### src/rtl/delta_pkg.sv
// Shared definitions for the delta-modulation spike link (encoder and reconstructor).
package delta_pkg;

    // Two-bit spike code: bit 1 = up, bit 0 = down.
    localparam logic [1:0] SPIKE_NONE = 2'b00;
    localparam logic [1:0] SPIKE_DOWN = 2'b01;
    localparam logic [1:0] SPIKE_UP   = 2'b10;
    localparam logic [1:0] SPIKE_BAD  = 2'b11;

    // Run-control FSM state.
    typedef enum logic {
        IDLE = 1'b0,
        RUN  = 1'b1
    } state_t;

endpackage

### src/rtl/delta_leak_timer.sv
// Idle-cycle counter: emits a one-cycle terminal pulse on the CYCLES-th advance.
// CYCLES = 0 turns the timer off entirely (no pulse ever).
module delta_leak_timer #(
    parameter int CYCLES = 16
) (
    input  logic i_clk,
    input  logic i_rst_n,
    input  logic i_clr,
    input  logic i_adv,
    output logic o_tick
);

    localparam int CW = (CYCLES < 2) ? 1 : $clog2(CYCLES);
    localparam logic [CW-1:0] LAST = CW'((CYCLES == 0) ? 0 : CYCLES - 1);

    logic [CW-1:0] r_cnt;
    logic          w_adv;

    assign w_adv  = (CYCLES != 0) && i_adv;
    assign o_tick = w_adv && !i_clr && (r_cnt == LAST);

    // Count advances; clear wins over advance, wrap to zero on the terminal count.
    always_ff @(posedge i_clk or negedge i_rst_n) begin
        if (!i_rst_n) begin
            r_cnt <= '0;
        end else if (i_clr) begin
            r_cnt <= '0;
        end else if (w_adv) begin
            if (r_cnt == LAST) r_cnt <= '0;
            else               r_cnt <= r_cnt + CW'(1);
        end
    end

endmodule

### src/rtl/delta_reconstruct.sv
// Delta-modulation receiver: integrates up/down spikes of size step into a
// saturating estimate, with an optional idle leak toward zero.
module delta_reconstruct
    import delta_pkg::*;
#(
    parameter int DATA_W      = 8,
    parameter int STEP_W      = 4,
    parameter int LEAK_CYCLES = 16
) (
    input  logic              i_clk,
    input  logic              i_rst_n,
    input  logic              i_en,
    input  logic              i_load,
    input  logic [DATA_W-1:0] i_load_val,
    input  logic [STEP_W-1:0] i_step,
    input  logic [1:0]        i_spike,
    input  logic              i_in_valid,
    output logic [DATA_W-1:0] o_recon,
    output logic              o_out_valid,
    output logic              o_sat_hi,
    output logic              o_sat_lo,
    output logic              o_err
);

    state_t            r_state;
    logic              r_live;      // low for the first edge after reset release
    logic [DATA_W-1:0] r_recon;
    logic              r_out_valid;
    logic              r_sat_hi;
    logic              r_sat_lo;
    logic              r_err;

    logic              w_run;
    logic              w_load;
    logic              w_acc;
    logic              w_move;
    logic              w_bad;
    logic              w_adv;
    logic              w_clr;
    logic              w_tick;
    logic [DATA_W:0]   w_ext;
    logic [DATA_W:0]   w_stepx;
    logic [DATA_W:0]   w_wide;
    logic [DATA_W-1:0] w_next;
    logic              w_hi;
    logic              w_lo;

    // en low also blocks the cycle in which the FSM is still RUN but leaving.
    assign w_run   = r_live && (r_state == RUN) && i_en;
    assign w_load  = r_live && i_load;
    assign w_acc   = w_run && i_in_valid && !i_load;
    assign w_move  = w_acc && ((i_spike == SPIKE_UP) || (i_spike == SPIKE_DOWN));
    assign w_bad   = w_acc && (i_spike == SPIKE_BAD);
    assign w_adv   = w_run && !i_load && !w_move;
    assign w_clr   = w_load || w_move;

    assign w_ext   = {1'b0, r_recon};
    assign w_stepx = {{(DATA_W + 1 - STEP_W){1'b0}}, i_step};

    delta_leak_timer #(
        .CYCLES (LEAK_CYCLES)
    ) u_leak (
        .i_clk   (i_clk),
        .i_rst_n (i_rst_n),
        .i_clr   (w_clr),
        .i_adv   (w_adv),
        .o_tick  (w_tick)
    );

    // Saturating add/subtract in DATA_W+1 bits; the extra bit flags carry/borrow.
    always_comb begin
        w_wide = w_ext;
        w_next = r_recon;
        w_hi   = 1'b0;
        w_lo   = 1'b0;
        if (i_spike == SPIKE_UP) begin
            w_wide = w_ext + w_stepx;
            if (w_wide[DATA_W]) begin
                w_next = '1;
                w_hi   = 1'b1;
            end else begin
                w_next = w_wide[DATA_W-1:0];
            end
        end else begin
            w_wide = w_ext - w_stepx;
            if (w_wide[DATA_W]) begin
                w_next = '0;
                w_lo   = 1'b1;
            end else begin
                w_next = w_wide[DATA_W-1:0];
            end
        end
    end

    // Run-control FSM: follows en; r_live holds off updates for one edge after reset.
    always_ff @(posedge i_clk or negedge i_rst_n) begin
        if (!i_rst_n) begin
            r_state <= IDLE;
            r_live  <= 1'b0;
        end else begin
            r_live <= 1'b1;
            case (r_state)
                IDLE:    if (i_en)  r_state <= RUN;
                RUN:     if (!i_en) r_state <= IDLE;
                default: r_state <= IDLE;
            endcase
        end
    end

    // Estimate update with priority load > spike > leak; flags move only on load/spike.
    always_ff @(posedge i_clk or negedge i_rst_n) begin
        if (!i_rst_n) begin
            r_recon     <= '0;
            r_out_valid <= 1'b0;
            r_sat_hi    <= 1'b0;
            r_sat_lo    <= 1'b0;
            r_err       <= 1'b0;
        end else begin
            r_out_valid <= 1'b0;
            if (w_load) begin
                r_recon     <= i_load_val;
                r_out_valid <= 1'b1;
                r_sat_hi    <= 1'b0;
                r_sat_lo    <= 1'b0;
                r_err       <= 1'b0;
            end else if (w_move) begin
                r_recon     <= w_next;
                r_out_valid <= (w_next != r_recon);
                r_sat_hi    <= w_hi;
                r_sat_lo    <= w_lo;
            end else begin
                if (w_bad) r_err <= 1'b1;
                if (w_tick && (r_recon != '0)) begin
                    r_recon     <= r_recon - DATA_W'(1);
                    r_out_valid <= 1'b1;
                end
            end
        end
    end

    assign o_recon     = r_recon;
    assign o_out_valid = r_out_valid;
    assign o_sat_hi    = r_sat_hi;
    assign o_sat_lo    = r_sat_lo;
    assign o_err       = r_err;

endmodule

### config.mk
export PLATFORM = sky130hd
export DESIGN_NAME = delta_reconstruct
export DESIGN_NICKNAME = d
export VERILOG_FILES = /design/src/rtl/delta_pkg.sv /design/src/rtl/delta_leak_timer.sv /design/src/rtl/delta_reconstruct.sv
export SDC_FILE = /design/constraint.sdc
export NUM_CORES = 1
export LEC_CHECK = 0
export CAP_MARGIN = 20
export CORE_ASPECT_RATIO = 1.75
export CORE_MARGIN = 1
export CORE_UTILIZATION = 45
export CTS_CLUSTER_SIZE = 24
export DETAILED_ROUTE_END_ITERATION = 10
export PLACE_DENSITY = 0.76
export SYNTH_ARGS = -nofsm -noshare
export SYNTH_HDL_FRONTEND = slang
export SYNTH_SLANG_ARGS = --single-unit
### constraint.sdc
create_clock -name i_clk -period 4.27 [get_ports i_clk]
set_input_delay 0.854 -clock i_clk [delete_from_list [all_inputs] [get_ports i_clk]]
set_output_delay 0.854 -clock i_clk [all_outputs]
set_load 0.005 [all_outputs]
==> results of run 1 <==
-- state kept, by name, summed over array words and instances, names as in the netlist --
signal,cells
o_err,1
o_out_valid,1
o_recon,8
o_sat_hi,1
o_sat_lo,1
r_live,1
r_state,1
u_leak.r_cnt,4
-- per-layer routing --
metal	part of all wire, %	global-route usage [%]	up-vias	routed length (µm)
li1	-	-	917	-
met1	39	26.6	927	1980
met2	55	44.6	58	2800
met3	3.0	1.23	16	155
met4	3.3	13.5	0	167
met5	0	0	-	0
-- power breakdown --
| group | switching, µW | internal [µW] | leakage, µW |
|---|---|---|---|
| logic | 218 | 182 | 0.000620 |
| clock network | 56.9 | 81.9 | 0.0000288 |
| registers | 57.0 | 188 | 0.000230 |
| total | 332 | 452 | 0.000879 |
-- final cells by class --
class / instances / area share [%]
clock buffer: 4 / 2.50
inverter: 10 / 1.70
sequential: 18 / 20.4
timing repair buffer: 30 / 13.6
tap: 48 / 2.73
multi-input combinational: 187 / 59.0
-- stage by stage --
| step | total power [µW] | utilization [%] | instances | setup slack (ns) | hold WS [ns] |
|---|---|---|---|---|---|
| 2_1_floorplan | 511 | - | 226 | 1.33 | 0.490 |
| 3_3_place_gp | 637 | 55.0 | 293 | 0.593 | 0.495 |
| 3_5_place_dp | 640 | 55.0 | 293 | 0.612 | 0.494 |
| 4_1_cts | 779 | 56.4 | 297 | 0.879 | 0.511 |
| 5_1_grt | 834 | 56.4 | 297 | 0.689 | 0.544 |
| 6_report | 784 | 56.4 | 297 | 0.867 | 0.507 |
-- worst reg2reg max path: stages (launching register included) --
cell,delay [ns]
dfrtp_1,0.46
inv_1,0.16
ha_1,0.25
fa_1,0.40
nor2b_1,0.13
o21ai_1,0.23
a31oi_1,0.56
o311a_1,0.31
a22oi_1,0.08
a211oi_1,0.23
-- kinds of logic (layout without fill, tap and decap cells) --
group                      count (synthesis)  count (layout)  synth area share, %
and+or+nand+nor                           92              92                 27.3
other                                      1               1                0.205
muxes                                      2               2                 1.16
AOI/OAI and AO/OA                         73              73                 29.5
buffers and inverters                     21              44                 4.50
xor gates and xnor gates                   5               5                 2.39
adders and majority gates                 14              14                 10.4
DFF                                       18              18                 24.6
-- worst paths after layout --
| path | start | endpoint |
|---|---|---|
| hold / removal | o_sat_hi | o_sat_hi |
| setup reg to reg | o_recon[0] | o_recon[5] |
| hold reg to reg | o_sat_hi | o_sat_hi |
| setup / recovery | i_step[0] | o_out_valid |
| min in group asynchronous | i_rst_n | o_recon[6] |
| max in group asynchronous | i_rst_n | o_sat_hi |
-- cells in the final DEF (no fill, tap or decap), types with 4 or more instances in the layout --
| master | instances |
|---|---|
| dfrtp_1 | 18 |
| o21ai_0 | 10 |
| nand2b_1 | 5 |
| o31ai_1 | 4 |
| nor4_1 | 4 |
| inv_1 | 9 |
| clkdlybuf4s50_1 | 30 |
| a31oi_1 | 7 |
| ha_1 | 12 |
| a21oi_1 | 12 |
| clkbuf_8 | 4 |
| nor2b_1 | 5 |
| nand3_1 | 9 |
| nand2_1 | 18 |
| nor2_1 | 22 |
==> flow_summary.yaml, run 1 <==
timing:
  fmax_ghz: 0.294
  slew_headroom_pct: 45.9
  setup_tns_ns: 0
  min_period_ns: 3.40
  slew_viol_final: 0
  setup-violations-final: 0
  worstMarginPinSlew_ns: 0.808
  finalClockSkew_ns: 0.00164
  hold_viol_final: 0
  fin_crit_sh_pct: 79.7
  rsz0062_at_grt: "no"
synthesis:
  synth.top_cell.area_share_pct: 24.6
  synth_area_per_cell_um2: 8.11
  synth_edf_count: 0
  syn_nets: 259
  synthMostInstantiatedCell: "nor2_1"
  synthTopCellsByCount: "22 x nor2_1, 18 x dfrtp_1, 18 x nand2_1"
  seq_area_frac_synth_pct: 24.6
  syn_inst: 226
  synth_cell_types: 65
  synth_seq_cells: 18
  yosysTopAreaCell: "dfrtp_1"
  yosysWarningCount: 0
  yosys-top-cells-area: "dfrtp_1 25%, ha_1 8.2%, nor2_1 4.5%, nand2_1 3.7%, a21oi_1 3.3%"
  syn_area_um2: 1830
  asyncSetResetFlopFracSynth_pct: 100
  ys.flop_type: "dfrtp_1"
setup_path:
  path_cells: "clkdlybuf4s50_1 -> ha_1 -> fa_1 -> nor2b_2 -> o311ai_1 -> o21ai_0 -> a22o_1 -> a2bb2oi_1 -> a31oi_1"
  path_depth: 9
  cp_top_family: "compound AO/OA/AOI/OAI gates"
  critPathArrivalTime_ns: 3.53
  worstSetupEndpointType: "flop"
  path_class: "primary input to flop"
  r2r_setup_slack_ns: 1.37
  critPathMaxFanout: 5
  cp.required_ns: 4.39
  path_buf_inv: 1
  rr_worst_depth: 9
  start_kind: "primary input"
  slowest_stage: "o311ai_1"
  cpPeakStageDelay_ns: 0.57
global_routing:
  grt_use_total_pct: 24.2
  antenna_found_initial: 0
  grt-ovfl-total: 0
  grt_pass1_vias: 1772
  grt_max_degree: 22
  grt_pass1_wl_mm: 8.05
finish:
  multi_input_area_um2: 1300
  design_area_um2: 2200
  area_delta_synth_final_pct: 20.2
  antenna_cells: 0
  regArea_um2: 450
  nNetsFinal: 283
  layout-drive-gt1-share_pct: 4.82
  fillers: 402
die:
  io_pins: 31
  die_h_um: 86.4
  initial_core_util_pct: 47.0
  dieArea_um2: 4340
  core_um2: 3900
  rows: 30
  die_w_um: 50.2
outcome:
  status: "complete, no violations"
worst_hold_path:
  hold_depth: 2
  hold_class: "flop to flop"
clock_network:
  cts-root-buf: "clkbuf_8"
  post_cts_resized: 0
  hold_buffers: 0
  cts_tree: "yes"
  cts.htree.levels: 1
  cts_setup_buffers: 0
  clk_path_buf_depth: 2
  cts_made_buffers: 3
  cts.sinks: 18
  clock_latency_ns: 0.25
  clk_pin_slew_worst_paths_ns: 0.07
flow_run:
  max-cap-violations: 0
drt:
  drtIter0Drc: 72
  dr.pass1.iters: 4
  routedWlPerCell_um: 17.2
  drc: 0
  drt-total-wl_mm: 5.10
  vias_per_cell: 6.46
  num_vias: 1918
  ant_nets: 0
placed_design:
  finalWeightedCongestion: 0.884
  dpl.hpwl_mm: 3.97
  placed_area_um2: 2150
  io_buffers: 30
power_and_ir_drop:
  powerDensity_nw_per_um2: 356
  ir_drop_uv: 200
  power_leakage_uw: 0.000879
Note: power is estimated with default switching activity, not from simulation.
==> run 2: changes to the inputs <==
Clock period 4.27 ns to 3.5 ns, I/O delays scaled along.
==> flow_summary.yaml, run 2 (same netlist as run 1, synthesis figures left out) <==
outcome:
  status: "complete, no violations"
global_routing:
  grt-ovfl-total: 0
  grt_pass1_vias: 1933
  grt_pass1_wl_mm: 8.92
  grt_max_degree: 21
  grt_use_total_pct: 27.3
  antenna_found_initial: 0
clock_network:
  hold_buffers: 0
  cts_tree: "yes"
  cts-root-buf: "clkbuf_8"
  cts.sinks: 18
  cts_made_buffers: 3
  cts.htree.levels: 1
  post_cts_resized: 0
  cts_setup_buffers: 0
  clk_pin_slew_worst_paths_ns: 0.07
  clk_path_buf_depth: 2
  clock_latency_ns: 0.26
timing:
  fmax_ghz: 0.319
  setup_slack_ns: 0.365
  slew_headroom_pct: 43.9
  setup-violations-final: 0
  min_period_ns: 3.13
  fin_crit_sh_pct: 89.6
  worstMarginPinSlew_ns: 0.836
  hold_viol_final: 0
  finalClockSkew_ns: 0.00298
  slew_viol_final: 0
  rsz0062_at_grt: "no"
  setup_tns_ns: 0
setup_path:
  worstSetupEndpointType: "flop"
  cp.required_ns: 3.64
  critPathArrivalTime_ns: 3.27
  path_class: "primary input to flop"
  rr_worst_depth: 9
  start_kind: "primary input"
  critPathMaxFanout: 7
flow_run:
  max-cap-violations: 0
power_and_ir_drop:
  power_switching_share_pct: 42.6
  powerDensity_nw_per_um2: 440
  seqPwrFrac_pct: 29.9
  power_frac_comb_pct: 52.5
  ir_drop_uv: 246
  p_clk_share_pct: 17.6
  switchingPower_uw: 426
  internal-power_uw: 573
  power_leakage_uw: 0.000921
finish:
  final_common_cell: "clkdlybuf4s50_1"
  finalCoreUtilization_pct: 58.2
  mostFrequentLayoutCells: "30 x clkdlybuf4s50_1, 22 x nor2_1, 18 x nand2_1, 18 x dfrtp_1"
  layout-drive-gt1-share_pct: 8.14
  stdcell_count: 306
  area_delta_synth_final_pct: 23.9
  nNetsFinal: 292
  antenna_cells: 0
  largest_reg_flops: 8
die:
  die_h_um: 86.4
  die_w_um: 50.2
  rows: 30
  core_um2: 3900
  io_pins: 31
  dieArea_um2: 4340
  initial_core_util_pct: 47.0
drt:
  dr.pass1.iters: 4
  ant_nets: 0
  drc: 0
  drtIter0Drc: 101
  num_vias: 1999
  drt-total-wl_mm: 5.46
  vias_per_cell: 6.53
  routedWlPerCell_um: 17.8
placed_design:
  finalWeightedCongestion: 1.05
  pre_cts_slack_ns: 0.0477
  dpl.hpwl_mm: 4.22
  io_buffers: 30
  dp_cells: 302
worst_hold_path:
  hold_class: "flop to flop"
  hold_depth: 2
==> run 2: path summary, 6_finish.rpt <==
| check | slack, ns | from | end |
|---|---|---|---|
| worst max-delay path | 0.37 | i_step[0] | o_out_valid |
| worst min-delay path | 0.51 | o_sat_hi | o_sat_hi |
| worst max register to register | 0.77 | o_recon[0] | o_out_valid |
| worst min register to register | 0.51 | o_sat_hi | o_sat_hi |
| max in group asynchronous | 2.07 | i_rst_n | u_leak.r_cnt[3] |
| min in group asynchronous | 0.91 | i_rst_n | o_err |
==> run 2: critical path, stage by stage <==
cell and delay (ns):
clkdlybuf4s50_1 0.43, ha_1 0.25, fa_1 0.39, nor2b_2 0.20, o311a_4 0.35, nor4bb_1 0.38, buf_4 0.18, nor4_1 0.04
a211oi_1 0.23, a31oi_1 0.11
==> run 2: power by group through the flow <==
stage	combinational, µW	sequential, µW	clock (µW)
CTS	518	297	177
floorplan	355	268	0
finish	524	298	176
detailed placement	515	302	0
global placement	510	300	0
global route	582	306	180
==> run 2: per-stage QoR <==
step / power [µW] / cell area (µm²) / hold slack [ns]
2_1_floorplan: 624 / 1830 / 0.404
5_1_grt: 1070 / 2270 / 0.541
3_5_place_dp: 817 / 2220 / 0.499
6_report: 999 / 2270 / 0.509
3_3_place_gp: 810 / 2220 / 0.499
4_1_cts: 992 / 2270 / 0.516
==> run 2: final cells by class <==
| cell class | instances | area [µm²] |
|---|---|---|
| Clock buffer | 4 | 55.1 |
| Fill cell | 386 | 1630 |
| Inverter | 10 | 37.5 |
| Multi-Input combinational cell | 187 | 1300 |
| Sequential cell | 18 | 450 |
| Tap cell | 48 | 60.1 |
| Timing Repair Buffer | 39 | 368 |
==> run 2: metal layers <==
metal / up-vias / track usage [%] / part of all wire [%]
met5: - / 0 / 0
met4: 0 / 18.4 / 5.4
li1: 927 / - / -
met1: 952 / 28.9 / 37
met3: 30 / 1.75 / 3.8
met2: 90 / 49.9 / 54
==> edit, RTL diff (settings of run 2) <==
Register the output `o_err` once more, cleared by the reset; this adds one clock of latency there. The other outputs are not delayed to match.
--- a/src/rtl/delta_reconstruct.sv
+++ b/src/rtl/delta_reconstruct.sv
@@ -142,7 +142,13 @@
     assign o_out_valid = r_out_valid;
     assign o_sat_hi    = r_sat_hi;
     assign o_sat_lo    = r_sat_lo;
-    assign o_err       = r_err;
+    always_ff @(posedge i_clk or negedge i_rst_n) begin
+        if (!i_rst_n) begin
+            o_err <= '0;
+        end else begin
+            o_err <= r_err;
+        end
+    end
 
 endmodule
 
Behaviour: not the same (a bounded check fails within 4 cycles, from zero or initial values and one cycle with i_rst_n low).
==> edit against run 2 <==
- worst setup slack lost 0.058 ns
- critical path depth unchanged
- total power shrank 0.42%
- design area shrank 0.61%
- routed wire length down 8.9%
- clock skew up 0.00057 ns
- first-iteration DRC count shrank 50%
- sequential share of layout area up 1.2 points
- fmax is 1.8% lower
- sequential cell count increased by 1
- area after synthesis decreased by 2.3%
- clock power down 11%
==> edit: results <==
{
  "ys_types": 57,
  "finalSetupViolations": 0,
  "fin_skew_ns": 0.00356,
  "drt_iter0_markers": 50,
  "synth_fa_ha_area_share_pct": 10.6,
  "synthMuxAreaShare_pct": 2.86,
  "place_area_um2": 2210,
  "outcome": "finished, final reports clean",
  "ys_seq_area_share_pct": 26.5,
  "routed_wl_um": 4970,
  "hpwl_um": 3910,
  "grt_pass1_wl_um": 8250,
  "routed-via-count": 1813,
  "crit_path_max_fanout": 4,
  "place_ws_ns": 0.0286,
  "placedCellCount": 302,
  "cellLeakagePower_nw": 0.958,
  "clk_pin_slew_ns": 0.07,
  "synth_top_cells_by_count": "nor2_1 (22), nand2_1 (20), dfrtp_1 (19)",
  "synth-compound-area-share_pct": 22.9,
  "fillCellCount": 363,
  "avgSynthCellArea_um2": 8.07,
  "grt.total_usage_pct": 25.1,
  "syn_to_final_growth_pct": 26.0,
  "synth-xor-area-share_pct": 5.38,
  "syn-num-nets": 255,
  "cp.arrival_ns": 3.40,
  "grt_max_degree": 20,
  "worst_pin_slew_ns": 0.871,
  "drt-wirelength-per-cell_um": 16.3
}
-- edit: cell count changes after synthesis, moves of 4 or more --
cell	run 2	this run
a21oi_1	12	18
a31oi_1	7	2
nor3_1	3	7
o31ai_1	4	0
xnor2_1	2	9
-- edit: power breakdown --
| group | total (mW) | switching (mW) | internal, mW |
|---|---|---|---|
| combinational | 0.521 | 0.252 | 0.269 |
| sequential | 0.316 | 0.0731 | 0.243 |
| clock | 0.157 | 0.0774 | 0.0793 |
-- edit: path summary, 6_finish.rpt --
check	endpoint	slack (ns)	startpoint	depth (start not counted)
max in group asynchronous	r_err	2.03	i_rst_n	1
hold / removal	o_err	0.39	r_err	0
hold reg to reg	o_err	0.39	r_err	0
setup reg to reg	o_out_valid	0.60	o_recon[1]	9
setup / recovery	o_out_valid	0.31	i_step[0]	10
min in group asynchronous	o_sat_lo	0.93	i_rst_n	1
-- edit: critical path: stages --
cell and delay [ns]:
clkdlybuf4s50_1 0.43, ha_1 0.24, fa_1 0.38, and3b_1 0.29
nor3_4 0.07, or3b_2 0.43, a32o_1 0.24, and4b_1 0.19
nor4_1 0.26, o31a_1 0.17
-- edit: logic make-up after synthesis --
logic type	after synthesis
other cells	1
mux	5
fa+ha+maj	14
compound gates	60
buf+inv	23
flops	19
xor+xnor	11
simple gates	89
-- edit: area by class of cell --
class	instances	area (µm²)	area share, %
clock buffer	3	41.3	1.83
clock inverter	1	5.00	0.222
inverter	11	41.3	1.83
multi-input combinational	180	1230	54.4
sequential	19	475	21.1
tap	48	60.1	2.66
timing repair buffer	44	405	18.0
-- edit: layer usage --
metal	global-route usage (%)	part of all wire (%)	vias up
met2	46.1	55	57
met4	14.5	4.3	0
met5	0	0	-
met1	27.4	38	862
li1	-	-	876
met3	1.61	3.0	18
